--- src/rtl/matrix_streamer_if.sv ---
// Control, operand-stream and result-collect signals of matrix_streamer.
// slave is the streamer's view; master is the controller/array-driver side.
interface matrix_streamer_if #(
  parameter int unsigned width_p        = 32,
  parameter int unsigned array_width_p  = 2,
  parameter int unsigned array_height_p = 2,
  parameter int unsigned depth_p        = 2
);
  localparam int unsigned num_words   = depth_p * (array_width_p + array_height_p);
  localparam int unsigned num_results = array_width_p * array_height_p;
  localparam int unsigned load_addr_w = (num_words > 1) ? $clog2(num_words) : 1;
  localparam int unsigned rd_addr_w   = (num_results > 1) ? $clog2(num_results) : 1;

  logic                   en_i;
  logic                   load_v_i;
  logic [load_addr_w-1:0] load_addr_i;
  logic [width_p-1:0]     load_data_i;
  logic                   start_i;
  logic                   busy_o;
  logic                   done_o;
  logic                   arr_valid_o;
  logic                   arr_ready_i;
  logic [width_p-1:0]     arr_data_o;
  logic                   arr_flush_o;
  logic                   res_valid_i;
  logic [width_p-1:0]     res_data_i;
  logic                   res_yumi_o;
  logic [rd_addr_w-1:0]   rd_addr_i;
  logic [width_p-1:0]     rd_data_o;

  modport slave (
    input  en_i, load_v_i, load_addr_i, load_data_i, start_i,
           arr_ready_i, res_valid_i, res_data_i, rd_addr_i,
    output busy_o, done_o, arr_valid_o, arr_data_o, arr_flush_o,
           res_yumi_o, rd_data_o
  );

  modport master (
    output en_i, load_v_i, load_addr_i, load_data_i, start_i,
           arr_ready_i, res_valid_i, res_data_i, rd_addr_i,
    input  busy_o, done_o, arr_valid_o, arr_data_o, arr_flush_o,
           res_yumi_o, rd_data_o
  );
endinterface

--- src/rtl/matrix_streamer.sv ---
// Streams a preloaded operand buffer into a systolic array driver, requests a
// flush, then collects the array's results into a readable register file.
module matrix_streamer #(
  parameter int unsigned width_p        = 32,
  parameter int unsigned array_width_p  = 2,
  parameter int unsigned array_height_p = 2,
  parameter int unsigned depth_p        = 2
) (
  input  logic               clk_i,
  input  logic               reset_i,
  matrix_streamer_if.slave   ms_io
);
  localparam int unsigned words_per_step = array_width_p + array_height_p;
  localparam int unsigned num_words      = depth_p * words_per_step;
  localparam int unsigned num_results    = array_width_p * array_height_p;
  localparam int unsigned load_addr_w    = (num_words > 1) ? $clog2(num_words) : 1;
  localparam int unsigned rd_addr_w      = (num_results > 1) ? $clog2(num_results) : 1;

  typedef enum logic [5:0] {
    IDLE    = 6'b000001,
    SEND    = 6'b000010,
    SETTLE  = 6'b000100,
    FLUSH   = 6'b001000,
    COLLECT = 6'b010000,
    DONE    = 6'b100000
  } state_e;

  state_e                 state_q, state_d;
  logic [load_addr_w-1:0] ptr_q, ptr_d;
  logic [rd_addr_w-1:0]   idx_q, idx_d;
  logic                   settle_q, settle_d;
  logic [width_p-1:0]     opbuf_q  [num_words];
  logic [width_p-1:0]     result_q [num_results];
  logic                   xfer_c, yumi_c, load_c;

  assign xfer_c = (state_q == SEND) & ms_io.arr_ready_i & ms_io.en_i;
  assign yumi_c = (state_q == COLLECT) & ms_io.res_valid_i & ms_io.en_i;
  assign load_c = (state_q == IDLE) & ms_io.load_v_i
                & (32'(ms_io.load_addr_i) < num_words);

  // Control state; en_i gating is folded into the next-state logic.
  always_ff @(posedge clk_i) begin
    if (reset_i) begin
      state_q  <= IDLE;
      ptr_q    <= '0;
      idx_q    <= '0;
      settle_q <= 1'b0;
    end else begin
      state_q  <= state_d;
      ptr_q    <= ptr_d;
      idx_q    <= idx_d;
      settle_q <= settle_d;
    end
  end

  // Operand buffer survives reset; reset only blocks a same-cycle write.
  always_ff @(posedge clk_i) begin
    if (!reset_i && load_c) begin
      opbuf_q[ms_io.load_addr_i] <= ms_io.load_data_i;
    end
  end

  always_ff @(posedge clk_i) begin
    if (reset_i) begin
      for (int i = 0; i < int'(num_results); i++) result_q[i] <= '0;
    end else if (yumi_c) begin
      result_q[idx_q] <= ms_io.res_data_i;
    end
  end

  always_comb begin
    state_d  = state_q;
    ptr_d    = ptr_q;
    idx_d    = idx_q;
    settle_d = settle_q;
    if (ms_io.en_i) begin
      unique case (state_q)
        IDLE: begin
          if (ms_io.start_i) begin
            state_d = SEND;
            ptr_d   = '0;
          end
        end
        SEND: begin
          if (xfer_c) begin
            if (ptr_q == load_addr_w'(num_words - 1)) begin
              state_d  = SETTLE;
              ptr_d    = '0;
              settle_d = 1'b0;
            end else begin
              ptr_d = ptr_q + load_addr_w'(1);
            end
          end
        end
        // settle_q marks that the first settle cycle has already elapsed
        SETTLE: begin
          if (settle_q && ms_io.arr_ready_i) state_d = FLUSH;
          else                               settle_d = 1'b1;
        end
        FLUSH: begin
          state_d = COLLECT;
          idx_d   = '0;
        end
        COLLECT: begin
          if (yumi_c) begin
            if (idx_q == rd_addr_w'(num_results - 1)) state_d = DONE;
            else                                        idx_d = idx_q + rd_addr_w'(1);
          end
        end
        DONE:    state_d = IDLE;
        default: state_d = IDLE;
      endcase
    end
  end

  // Pulses are qualified by en_i so each lasts exactly one enabled cycle.
  always_comb begin
    ms_io.busy_o      = (state_q != IDLE);
    ms_io.arr_valid_o = (state_q == SEND);
    ms_io.arr_data_o  = '0;
    ms_io.arr_flush_o = (state_q == FLUSH) & ms_io.en_i;
    ms_io.done_o      = (state_q == DONE) & ms_io.en_i;
    ms_io.res_yumi_o  = yumi_c;
    ms_io.rd_data_o   = '0;
    if (state_q == SEND) ms_io.arr_data_o = opbuf_q[ptr_q];
    if (32'(ms_io.rd_addr_i) < num_results) ms_io.rd_data_o = result_q[ms_io.rd_addr_i];
  end
endmodule
--- src/flat_wrapper.sv ---
// flat-port wrapper written by rule: the top's interface ports become plain ports
module matrix_streamer_flat 
#(
  parameter int unsigned width_p        = 32,
  parameter int unsigned array_width_p  = 2,
  parameter int unsigned array_height_p = 2,
  parameter int unsigned depth_p        = 2
)
  (clk_i, reset_i, ms_io_en_i, ms_io_load_v_i, ms_io_load_addr_i, ms_io_load_data_i, ms_io_start_i, ms_io_arr_ready_i, ms_io_res_valid_i, ms_io_res_data_i, ms_io_rd_addr_i, ms_io_busy_o, ms_io_done_o, ms_io_arr_valid_o, ms_io_arr_data_o, ms_io_arr_flush_o, ms_io_res_yumi_o, ms_io_rd_data_o);
  matrix_streamer_if #(.width_p(width_p), .array_width_p(array_width_p), .array_height_p(array_height_p), .depth_p(depth_p)) ms_io_i ();
  input  logic clk_i;
  input  logic reset_i;
  input wire logic [$bits(ms_io_i.en_i)-1:0] ms_io_en_i;
  input wire logic [$bits(ms_io_i.load_v_i)-1:0] ms_io_load_v_i;
  input wire logic [$bits(ms_io_i.load_addr_i)-1:0] ms_io_load_addr_i;
  input wire logic [$bits(ms_io_i.load_data_i)-1:0] ms_io_load_data_i;
  input wire logic [$bits(ms_io_i.start_i)-1:0] ms_io_start_i;
  input wire logic [$bits(ms_io_i.arr_ready_i)-1:0] ms_io_arr_ready_i;
  input wire logic [$bits(ms_io_i.res_valid_i)-1:0] ms_io_res_valid_i;
  input wire logic [$bits(ms_io_i.res_data_i)-1:0] ms_io_res_data_i;
  input wire logic [$bits(ms_io_i.rd_addr_i)-1:0] ms_io_rd_addr_i;
  output wire logic [$bits(ms_io_i.busy_o)-1:0] ms_io_busy_o;
  output wire logic [$bits(ms_io_i.done_o)-1:0] ms_io_done_o;
  output wire logic [$bits(ms_io_i.arr_valid_o)-1:0] ms_io_arr_valid_o;
  output wire logic [$bits(ms_io_i.arr_data_o)-1:0] ms_io_arr_data_o;
  output wire logic [$bits(ms_io_i.arr_flush_o)-1:0] ms_io_arr_flush_o;
  output wire logic [$bits(ms_io_i.res_yumi_o)-1:0] ms_io_res_yumi_o;
  output wire logic [$bits(ms_io_i.rd_data_o)-1:0] ms_io_rd_data_o;
  assign ms_io_i.en_i = ms_io_en_i;
  assign ms_io_i.load_v_i = ms_io_load_v_i;
  assign ms_io_i.load_addr_i = ms_io_load_addr_i;
  assign ms_io_i.load_data_i = ms_io_load_data_i;
  assign ms_io_i.start_i = ms_io_start_i;
  assign ms_io_i.arr_ready_i = ms_io_arr_ready_i;
  assign ms_io_i.res_valid_i = ms_io_res_valid_i;
  assign ms_io_i.res_data_i = ms_io_res_data_i;
  assign ms_io_i.rd_addr_i = ms_io_rd_addr_i;
  assign ms_io_busy_o = ms_io_i.busy_o;
  assign ms_io_done_o = ms_io_i.done_o;
  assign ms_io_arr_valid_o = ms_io_i.arr_valid_o;
  assign ms_io_arr_data_o = ms_io_i.arr_data_o;
  assign ms_io_arr_flush_o = ms_io_i.arr_flush_o;
  assign ms_io_res_yumi_o = ms_io_i.res_yumi_o;
  assign ms_io_rd_data_o = ms_io_i.rd_data_o;
  matrix_streamer #(.width_p(width_p), .array_width_p(array_width_p), .array_height_p(array_height_p), .depth_p(depth_p)) u_core (.clk_i(clk_i), .reset_i(reset_i), .ms_io(ms_io_i));
endmodule
--- config.mk ---
export PLATFORM = sky130hd
export DESIGN_NAME = matrix_streamer_flat
export DESIGN_NICKNAME = d
export VERILOG_FILES = /design/src/rtl/matrix_streamer_if.sv /design/src/rtl/matrix_streamer.sv /design/src/flat_wrapper.sv
export SDC_FILE = /design/constraint.sdc
export NUM_CORES = 1
export LEC_CHECK = 0
export BUFFER_PORTS_ARGS = -buffer_cell sky130_fd_sc_hd__buf_4
export CELL_PAD_IN_SITES_DETAIL_PLACEMENT = 1
export CELL_PAD_IN_SITES_GLOBAL_PLACEMENT = 2
export CORE_MARGIN = 2
export CORE_UTILIZATION = 45
export CTS_CLUSTER_DIAMETER = 100
export DETAILED_ROUTE_END_ITERATION = 8
export PLACE_DENSITY_LB_ADDON = 0.1
export SLEW_MARGIN = 10
export SYNTH_ARGS = -nofsm -noshare
export SYNTH_HDL_FRONTEND = slang
export SYNTH_SLANG_ARGS = --single-unit
--- constraint.sdc ---
create_clock -name clk_i -period 4.3 [get_ports clk_i]
set_input_delay 0.86 -clock clk_i [delete_from_list [all_inputs] [get_ports clk_i]]
set_output_delay 0.86 -clock clk_i [all_outputs]
set_load 0.005 [all_outputs]
Yosys cells after proc, flatten, opt, wreduce, memory -nomap -nowiden --
Memory sizes are Yosys's and may differ from the RTL's. A register that Yosys moved wholly into a read port is not among the register bits. Cells that the tools add are included.
Word-level totals: logic and storage cells 74, memories 2, bits of input ports 76, RAM bits 384, bits in registers 12, output and inout port bits 69
Memories:
- u_core.opbuf_q | words 8, width 32, rd ports 1, clocked after memory_dff 1, write ports 1, line matrix_streamer.sv:32 | logic [width_p-1:0] opbuf_q [num_words];
- u_core.result_q | words 4, width 32, rd ports 1, clocked after memory_dff 0, write ports 4, line matrix_streamer.sv:33 | logic [width_p-1:0] result_q [num_results];
Operators by class: equality and inequality tests 17, reduce and logical (&&, ||, !) cells 11, bitwise gates (word level) 7, muxes and demuxes 31, add/sub/neg operators 2
Operator list (count):
- $mux 32 | 2
- $mux 6 | 6
- $reduce_or 32->1 | 1
- $pmux 6 s5 | 1
- $mux 3 | 5
- $mux 1 | 11
- $ne 2x2->1 const B | 5
- $reduce_and 4->1 | 2
- $and 1x1->1 | 7
- $reduce_and 7->1 | 1
- $eq 6x1->1 const B | 1
- $eq 6x2->1 const B | 1
- $eq 6x3->1 const B | 1
- $eq 6x4->1 const B | 1
- $eq 6x5->1 const B | 1
- $eq 6x6->1 const B | 1
- $mux 2 | 3
- $ne 2x1->1 const B | 3
- $ne 6x1->1 const B | 1
- $pmux 3 s2 | 1
- $reduce_bool 2->1 | 3
- $reduce_and 5->1 | 1
- $pmux 2 s2 | 1
- $add 3x1->3 const B | 1
- other kinds (6) | 7

Logic depth before layout (Yosys ltp) --
Gate-level depths: netlist of the first run.
word-level depth 8, depth in mapped cells 7, depth with buffers taken out 7

Least setup slack after synthesis of the first run --
Ideal clock, no wire load.
path type reg-to-reg, start point register u_core.state_q[1], end point memory u_core.opbuf_q[0][0], enable pin, setup time 0.461 ns, stages on the path, launching flop included 6, data required time 3.839 ns, period minus slack after synthesis 3.962 ns, slack 0.338 ns, data arrival time 3.501 ns, path buffers 0, cell sequence dfxtp_1 -> nor4_1 -> nand2_1 -> nor3b_1 -> nand2b_1 -> nor3_1
On the way: longest elaborated chain between the ends 5
Ends and longest elaborated chain:
- start: declaration | line matrix_streamer.sv:28 | state_e state_q, state_d;
- start signal: assignment | line matrix_streamer.sv:49 | state_q <= state_d;
- $eq 6x1->1 | line matrix_streamer.sv:38 | assign load_c = (state_q == IDLE) & ms_io.load_v_i
- $and 1x1->1 | line matrix_streamer.sv:38
- $logic_and 1x1->1 | line matrix_streamer.sv:58 | if (!reset_i && load_c) begin
- $mux 1 | line matrix_streamer.sv:58
- $mux 1 (not written as such) | line matrix_streamer.sv:59 | opbuf_q[ms_io.load_addr_i] <= ms_io.load_data_i;
- end: declaration | line matrix_streamer.sv:32
No other way between the ends.

Worst setup path in the final report of the first run --
start point register u_core.state_q[3], end point output ms_io_arr_data_o[13]
On the way: longest elaborated chain between the ends 2
Ends and longest elaborated chain:
- $eq 6x2->1 | line matrix_streamer.sv:125 | if (state_q == SEND) ms_io.arr_data_o = opbuf_q[ptr_q];
- $mux 32 | line matrix_streamer.sv:125
- end: declaration | line flat_wrapper.sv:25 | output wire logic [$bits(ms_io_i.arr_data_o)-1:0] ms_io_arr_data_o;
No other way between the ends.

==> qor_table.md, run 1 <==
| Stage | Metric | Reported |
|:---|:---|:---|
| floorplan | Starting density of the core | 0.455 |
| power and ir drop | Overall power | 8.07 mW |
| timing | Remaining max-slew budget at the tightest pin | 0.339 |
| grt | Pin count of the biggest net entering global routing | 34 |
| timing | Highest attainable clock frequency | 279 MHz |
| setup path | Worst setup path startpoint | u_core.state_q[3]$_SDFFE_PP0P_ |
| grt | Global-route usage over all layers | 0.194 |
| synthesis | Synth async-reset ratio | 0 |
| synthesis | Arithmetic-cell share of the synthesized area counting full adders, half adders and majority gates | 0.00232 |
| route | Detailed Route Iter0 Violations | 428 |
| clocking | Insertion delay of the later-clocked pin in the worst-skew pair | 540 ps |
| clocking | CTS hold repair buffers | 0 |
| setup path | Longest individual stage delay on the worst path | 590 ps |
| clocking | Clock-pin slew on the worst setup and hold paths | 60 ps |
| min path | Min-delay worst type | flip-flop to flip-flop |
| timing | Slew at the pin with the worst max-slew slack | 992 ps |
| finish | Seq. cell area | 11800 um^2 |
| finish | Commonest cells after routing, fill and taps aside | 384 x edfxtp_1, 172 x buf_4, 129 x and2_1 |
| route | Wire length per cell | 23.8 um |
| synthesis | Mapped Cells | 835 |
| setup path | Worst Path Buf+Inv | 2 |
| finish | Multi-input logic area | 4150 um^2 |
| setup path | CP arrival | 2720 ps |
| timing | Ratio of final minimum period to clock period | 0.833 |
| synthesis | Dominant combinational cell family by area after synthesis | multiplexers |
| setup path | Endpoint kind of the worst setup timing path | output port |
| clocking | H-tree depth | 2 |
| clocking | CTS resizes | 0 |
| route | DRC | 0 |
| timing | Setup violations, final | 0 |
| finish | # diodes | 0 |
| setup path | CP max-delay cell | nor4_2 |
| synthesis | Distinct cell type count after synthesis | 46 |
| timing | Setup TNS | 0 ps |
| synthesis | Average footprint of a synthesized cell | 19.3 um^2 |
| floorplan | Die boundary width | 193 um |
| place | Final estimated routing congestion in global placement | 0.789 |
| route | Number of antenna-violating nets in the routed design | 0 |
| status | Status | finished clean |
| synthesis | Number of enable flip-flop cells after synthesis | 384 |
| setup path | Critical-path maximum fanout | 22 |
| route | DR vias/cell | 5.43 |
| setup path | Top Family by Delay on Critical Path | simple AND/OR/NAND/NOR gates |
| clocking | Root buffer cell | clkbuf_16 |
| synthesis | Post-synthesis sequential area ratio | 0.732 |
| power and ir drop | Leakage power | 6.52 nW |
| place | Detailed placement HPWL | 21900 um |
| synthesis | Xor/xnor share of the synthesized area | 0.000542 |
| finish | Leading cell type in the layout, fill and taps excluded | edfxtp_1 |
| grt | Wire length of the first global-routing pass | 54900 um |
| synthesis | Multiplexer area fraction after synthesis | 0.157 |
| setup path | Required time at the worst-slack endpoint | 3440 ps |
| power and ir drop | Power per unit of standard cell area | 422 nW/um^2 |
| floorplan | Num rows | 69 |
| floorplan | Die Span Y | 193 um |
| timing | Final-report max-slew violation count | 0 |
| clocking | TritonCTS Buffers | 43 |
| finish | # nets final | 1086 |
| job | Max-capacitance violation count | 0 |
| timing | Fin crit period | 3580 ps |
| route | Via total after detailed routing | 8146 |
| route | Pre-antenna DRT Iters | 4 |
| setup path | Cell Chain, Critical Path | nor4_2 -> nand2_2 -> buf_4 -> nor2_1 -> buf_4 |
| timing | Clock Skew | 19.9 ps |
| synthesis | Yosys warning count | 0 |
| grt | Via count of the first global-routing pass | 9160 |
| grt | Total congestion overflow after global routing | 0 |
| timing | Final-report hold violation count | 0 |
| power and ir drop | Maximum vdd ir drop | 0.367 mV |
| setup path | Top cell by count, worst path | buf_4 |
| min path | Start point of the worst min-delay path | u_core.ptr_q[2]$_SDFFE_PP0N_ |
| synthesis | Post-Syn Area | 16200 um^2 |
| synthesis | Area share of and/or/nand/nor cells after synthesis | 0.0832 |
| setup path | R2r startpoint | u_core.state_q[3]$_SDFFE_PP0P_ |
| synthesis | Net count after synthesis | 914 |
| setup path | CP startpoint kind | flip-flop |
| place | Port Buffer Count | 144 |
| clocking | Max Root-Sink Buffers | 3 |
| setup path | Category of the most critical setup path | flip-flop to output port |
| finish | Fillers | 3184 |
| clocking | Setup Buffers After CTS | 0 |
| timing | Setup repair after global routing missed its margin | no |
| finish | Syn-to-layout area delta | 18.5% |
| floorplan | I/O pin count | 145 |
| synthesis | Complex-gate fraction of the synthesized area | 0.00953 |
| synthesis | Synth Register Bits | 399 |
| clocking | Number of sinks on the clock net | 399 |
| floorplan | Die footprint | 37400 um^2 |
| route | Routed wire length | 35600 um |
| clocking | CTS tree | built |
| synthesis | Most common flop cell mapped by yosys | edfxtp_1 |
| finish | Proportion of layout cells with a drive suffix above 1 | 0.335 |
| floorplan | Placeable core region | 35500 um^2 |
| grt | Initial antenna violation count | 1 |
[state kept, by name, indices dropped and copies added, names as in the netlist, named ones only]
signal	flops
u_core.ptr_q	3
u_core.settle_q	1
u_core.state_q	6
u_core.opbuf_q	256
u_core.result_q	128
u_core.idx_q	2
[report_power, final]
| part | internal, mW | switching, mW | leakage (nW) |
|---|---|---|---|
| Clock | 1.95 | 1.40 | 0.622 |
| Sequential | 4.33 | 0.0284 | 3.75 |
| Combinational | 0.163 | 0.191 | 2.14 |
| Total | 6.45 | 1.62 | 6.52 |
[routing by layer]
layer | vias up | part of all wire | GRT usage
met5 | - | 0.00045 | 0
met4 | 2 | 0.016 | 0.0469
met3 | 54 | 0.044 | 0.0373
met2 | 174 | 0.54 | 0.358
met1 | 4267 | 0.40 | 0.234
li1 | 3649 | - | -
[worst paths after layout]
check / endpoint / slack, ps / cells after the start
worst max register to register: u_core.opbuf_q[7][6]$_DFFE_PP_ / 1200 / 6
worst min register to register: flip-flop / 540 / 2
worst min-delay path: flip-flop / 540 / 2
worst max-delay path: ms_io_arr_data_o[13] / 720 / 5
[area by class of cell]
type | count | area share
clock buffers | 55 | 0.0586
well taps | 461 | 0.0301
repair buffers | 172 | 0.0675
flip-flops and latches | 399 | 0.618
clock inverters | 21 | 0.00784
multi-input cells | 386 | 0.217
inverters | 5 | 0.000980
[cells in the mapped netlist, types with 5 or more instances]
library cell	number	area, um^2
a21oi_1	7	35.0
and2_1	129	807
buf_2	15	75.1
clkbuf_1	22	82.6
dfxtp_1	15	300
edfxtp_1	384	11500
inv_1	5	18.8
mux2i_1	38	380
mux4_2	96	2160
nand2_1	9	33.8
nand2b_1	5	31.3
nor2_1	47	176
nor2b_1	5	31.3
nor3_1	5	25.0
o21ai_0	6	30.0
[through the flow]
step | worst slack, ps | std cells | cell area, um^2 | hold WS, ps | utilization
after global routing | 528 | 1499 | 19100 | 538 | 0.539
after CTS | 664 | 1499 | 19100 | 523 | 0.539
after floorplan | 338 | 835 | 16200 | 492 | -
after global placement | 1250 | 1423 | 17900 | 528 | 0.504
after detailed placement | 1190 | 1423 | 17900 | 539 | 0.504
final | 717 | 1499 | 19100 | 541 | 0.539
[logic make-up after synthesis]
logic type                 after synthesis
buffers and inverters                   50
and+or+nand+nor                        224
DFF                                    399
adders and majority gates                3
muxes                                  134
AOI/OAI and AO/OA                       24
xor gates and xnor gates                 1
[worst min-delay path: stages (launching register included)]
cell     delay (ps)
dfxtp_1         310
mux2i_1         120
nor2_1           60
No activity file was read; power rests on OpenSTA's default activity.
==> run 2: changes to the inputs <==
Clock period 4.3 ns to 3.3 ns, I/O delays scaled along.
==> run 2 against run 1 <==
Clock power up 36%. Worst hold slack worse by 210 ps. Power grew 33%. First-iteration DRC count up 18%. Design area up 1.4%. Sequential power increased by 30%. Combinational power up 36%. Critical endpoint is now ms_io_arr_data_o[1]. Clock-buffer cell count down 3. Via count is 1.3% higher. Clock skew decreased by 1.4 ps. Die area stayed put. Critical path depth unchanged.
==> qor_table.md, run 2 (same netlist as run 1, synthesis figures left out) <==
| Stage | Metric | Reported | vs previous |
|:---|:---|:---|:---|
| timing | Final-report hold violation count | 0 | unchanged |
| timing | Highest attainable clock frequency | 326 MHz |  |
| min path | Min-delay worst type | primary input to flip-flop |  |
| min path | Number of stages on the worst hold path | 1 | -1 |
| status | Status | finished clean |  |
| floorplan | Die Span Y | 193 um | unchanged |
| place | Final estimated routing congestion in global placement | 0.758 | -3.9% |
| setup path | CP arrival | 2410 ps | -310 ps |
| timing | Tightest hold margin | 326 ps | -215 ps |
| finish | Syn-to-layout area delta | 20.2% |  |
| floorplan | Num rows | 69 | unchanged |
| grt | Via count of the first global-routing pass | 9213 | +0.58% |
| grt | Initial antenna violation count | 0 | -1 |
| route | DR vias/cell | 5.47 | +0.60% |
| setup path | Category of the most critical setup path | flip-flop to output port |  |
| timing | Ratio of final minimum period to clock period | 0.929 |  |
| route | Via total after detailed routing | 8255 | +1.3% |
| setup path | Endpoint kind of the worst setup timing path | output port |  |
| finish | # nets final | 1095 | +0.83% |
| timing | Setup TNS | 0 ps | unchanged |
| route | Pre-antenna DRT Iters | 4 | unchanged |
| grt | Pin count of the biggest net entering global routing | 37 | +8.8% |
| grt | Global-route usage over all layers | 0.201 | +0.00654 |
| clocking | Insertion delay of the later-clocked pin in the worst-skew pair | 550 ps | about the same |
| clocking | Clock-pin slew on the worst setup and hold paths | 60 ps | about the same |
| finish | Utilization after layout | 0.547 | +0.00776 |
| finish | Flip-flop count of the largest register, all copies and words added | 256 | unchanged |
| setup path | Worst R2R Path Depth | 7 | +1 |
| power and ir drop | Overall power | 10.7 mW | +33% |
| finish | Most flop-heavy register | u_core.opbuf_q |  |
| route | Wire length per cell | 24.2 um | +1.7% |
| clocking | Max Root-Sink Buffers | 3 | unchanged |
| floorplan | Placeable core region | 35500 um^2 | unchanged |
| timing | Setup violations, final | 0 | unchanged |
| power and ir drop | Maximum vdd ir drop | 0.476 mV | +30% |
| timing | Slew at the pin with the worst max-slew slack | 526 ps | -466 ps |
| setup path | CP startpoint kind | flip-flop |  |
| route | Number of antenna-violating nets in the routed design | 0 | unchanged |
| grt | Wire length of the first global-routing pass | 56800 um | +3.4% |
| finish | Proportion of layout cells with a drive suffix above 1 | 0.343 | +0.00730 |
| clocking | CTS resizes | 0 | unchanged |
| place | Detailed placement HPWL | 22300 um | +1.8% |
| clocking | H-tree depth | 2 | unchanged |
| setup path | Required time at the worst-slack endpoint | 2640 ps | -800 ps |
| setup path | Critical-path maximum fanout | 36 | +64% |
| finish | Commonest cells after routing, fill and taps aside | 384 x edfxtp_1, 171 x buf_4, 129 x and2_1 |  |
| power and ir drop | Power per unit of standard cell area | 553 nW/um^2 | +31% |
| finish | Leading cell type in the layout, fill and taps excluded | edfxtp_1 |  |
| finish | Biggest regs | u_core.opbuf_q (256), u_core.result_q (128), u_core.state_q (6) |  |
| floorplan | Die footprint | 37400 um^2 | unchanged |
| grt | Total congestion overflow after global routing | 0 | unchanged |
| clocking | Root buffer cell | clkbuf_16 |  |
| route | Detailed Route Iter0 Violations | 503 | +18% |
| route | DRC | 0 | unchanged |
| floorplan | Die boundary width | 193 um | unchanged |
| timing | Setup repair after global routing missed its margin | no |  |
| place | Port Buffer Count | 144 | unchanged |
| timing | Fin crit period | 3070 ps |  |
| route | Routed wire length | 36500 um | +2.5% |
| timing | Remaining max-slew budget at the tightest pin | 0.649 | +0.310 |
| floorplan | Starting density of the core | 0.455 | unchanged |
| clocking | CTS tree | built |  |
| clocking | Number of sinks on the clock net | 399 | unchanged |
| power and ir drop | Leakage power | 6.63 nW | +1.7% |
| clocking | CTS hold repair buffers | 0 | unchanged |
| floorplan | I/O pin count | 145 | unchanged |
| timing | Clock Skew | 18.5 ps | -1.38 ps |
| timing | Final-report max-slew violation count | 0 | unchanged |
| job | Max-capacitance violation count | 0 | unchanged |
| clocking | Setup Buffers After CTS | 0 | unchanged |
| clocking | TritonCTS Buffers | 43 | unchanged |
run 2: cell count changes in the layout (fill, tap and decap cells not counted), moves of 2 or more:
cell      previous run  this run
buf_12               0        10
clkbuf_1            12         9
clkinv_1             9        11
clkinv_8             0         2
nor3_2               2         0
nor3_4               0         2
run 2: through the flow:
step	std cells	worst slack (ps)	cell area, um^2
floorplan	835	194	16200
global placement	1432	717	18100
detailed placement	1432	681	18100
CTS	1509	165	19400
global route	1509	88.9	19400
finish	1510	234	19400
run 2: routing by layer:
layer | share of wire | GRT usage | vias to the layer above
met5 | 0 | 0 | -
met4 | 0.027 | 0.0662 | 0
met3 | 0.042 | 0.0309 | 59
met2 | 0.52 | 0.358 | 210
met1 | 0.41 | 0.251 | 4322
li1 | - | - | 3664
run 2: final timing paths:
check	to	startpoint	slack, ps
worst max-delay path	ms_io_arr_data_o[1]	flip-flop	230
worst min-delay path	u_core.opbuf_q[1][12]$_DFFE_PP_	ms_io_load_data_i[12]	330
worst max register to register	u_core.opbuf_q[0][24]$_DFFE_PP_	u_core.state_q[1]$_SDFFE_PP0P_	760
worst min register to register	flip-flop	u_core.ptr_q[1]$_SDFFE_PP0N_	530
run 2: report_power, final:
group | leakage [nW] | switching (mW) | total [mW] | internal (mW)
registers | 3.75 | 0.0371 | 5.68 | 5.64
logic | 2.23 | 0.257 | 0.481 | 0.224
clock network | 0.651 | 1.93 | 4.58 | 2.64
total | 6.63 | 2.23 | 10.7 | 8.51
run 2: final cells by class:
cell class                      count  area (um^2)
Timing Repair Buffer              181         1480
Inverter                            5         18.8
Clock inverter                     25          226
Tap cell                          461          577
Sequential cell                   399        11800
Clock buffer                       52         1110
Fill cell                        3187        16100
Multi-Input combinational cell    386         4160
Antenna cell                        1         2.50
run 2: critical path: stages, from the launching register on:
cell	delay, ps
dfxtp_4	510
buf_12	340
mux4_2	550
mux2i_1	170
nor2_1	100
buf_4	170
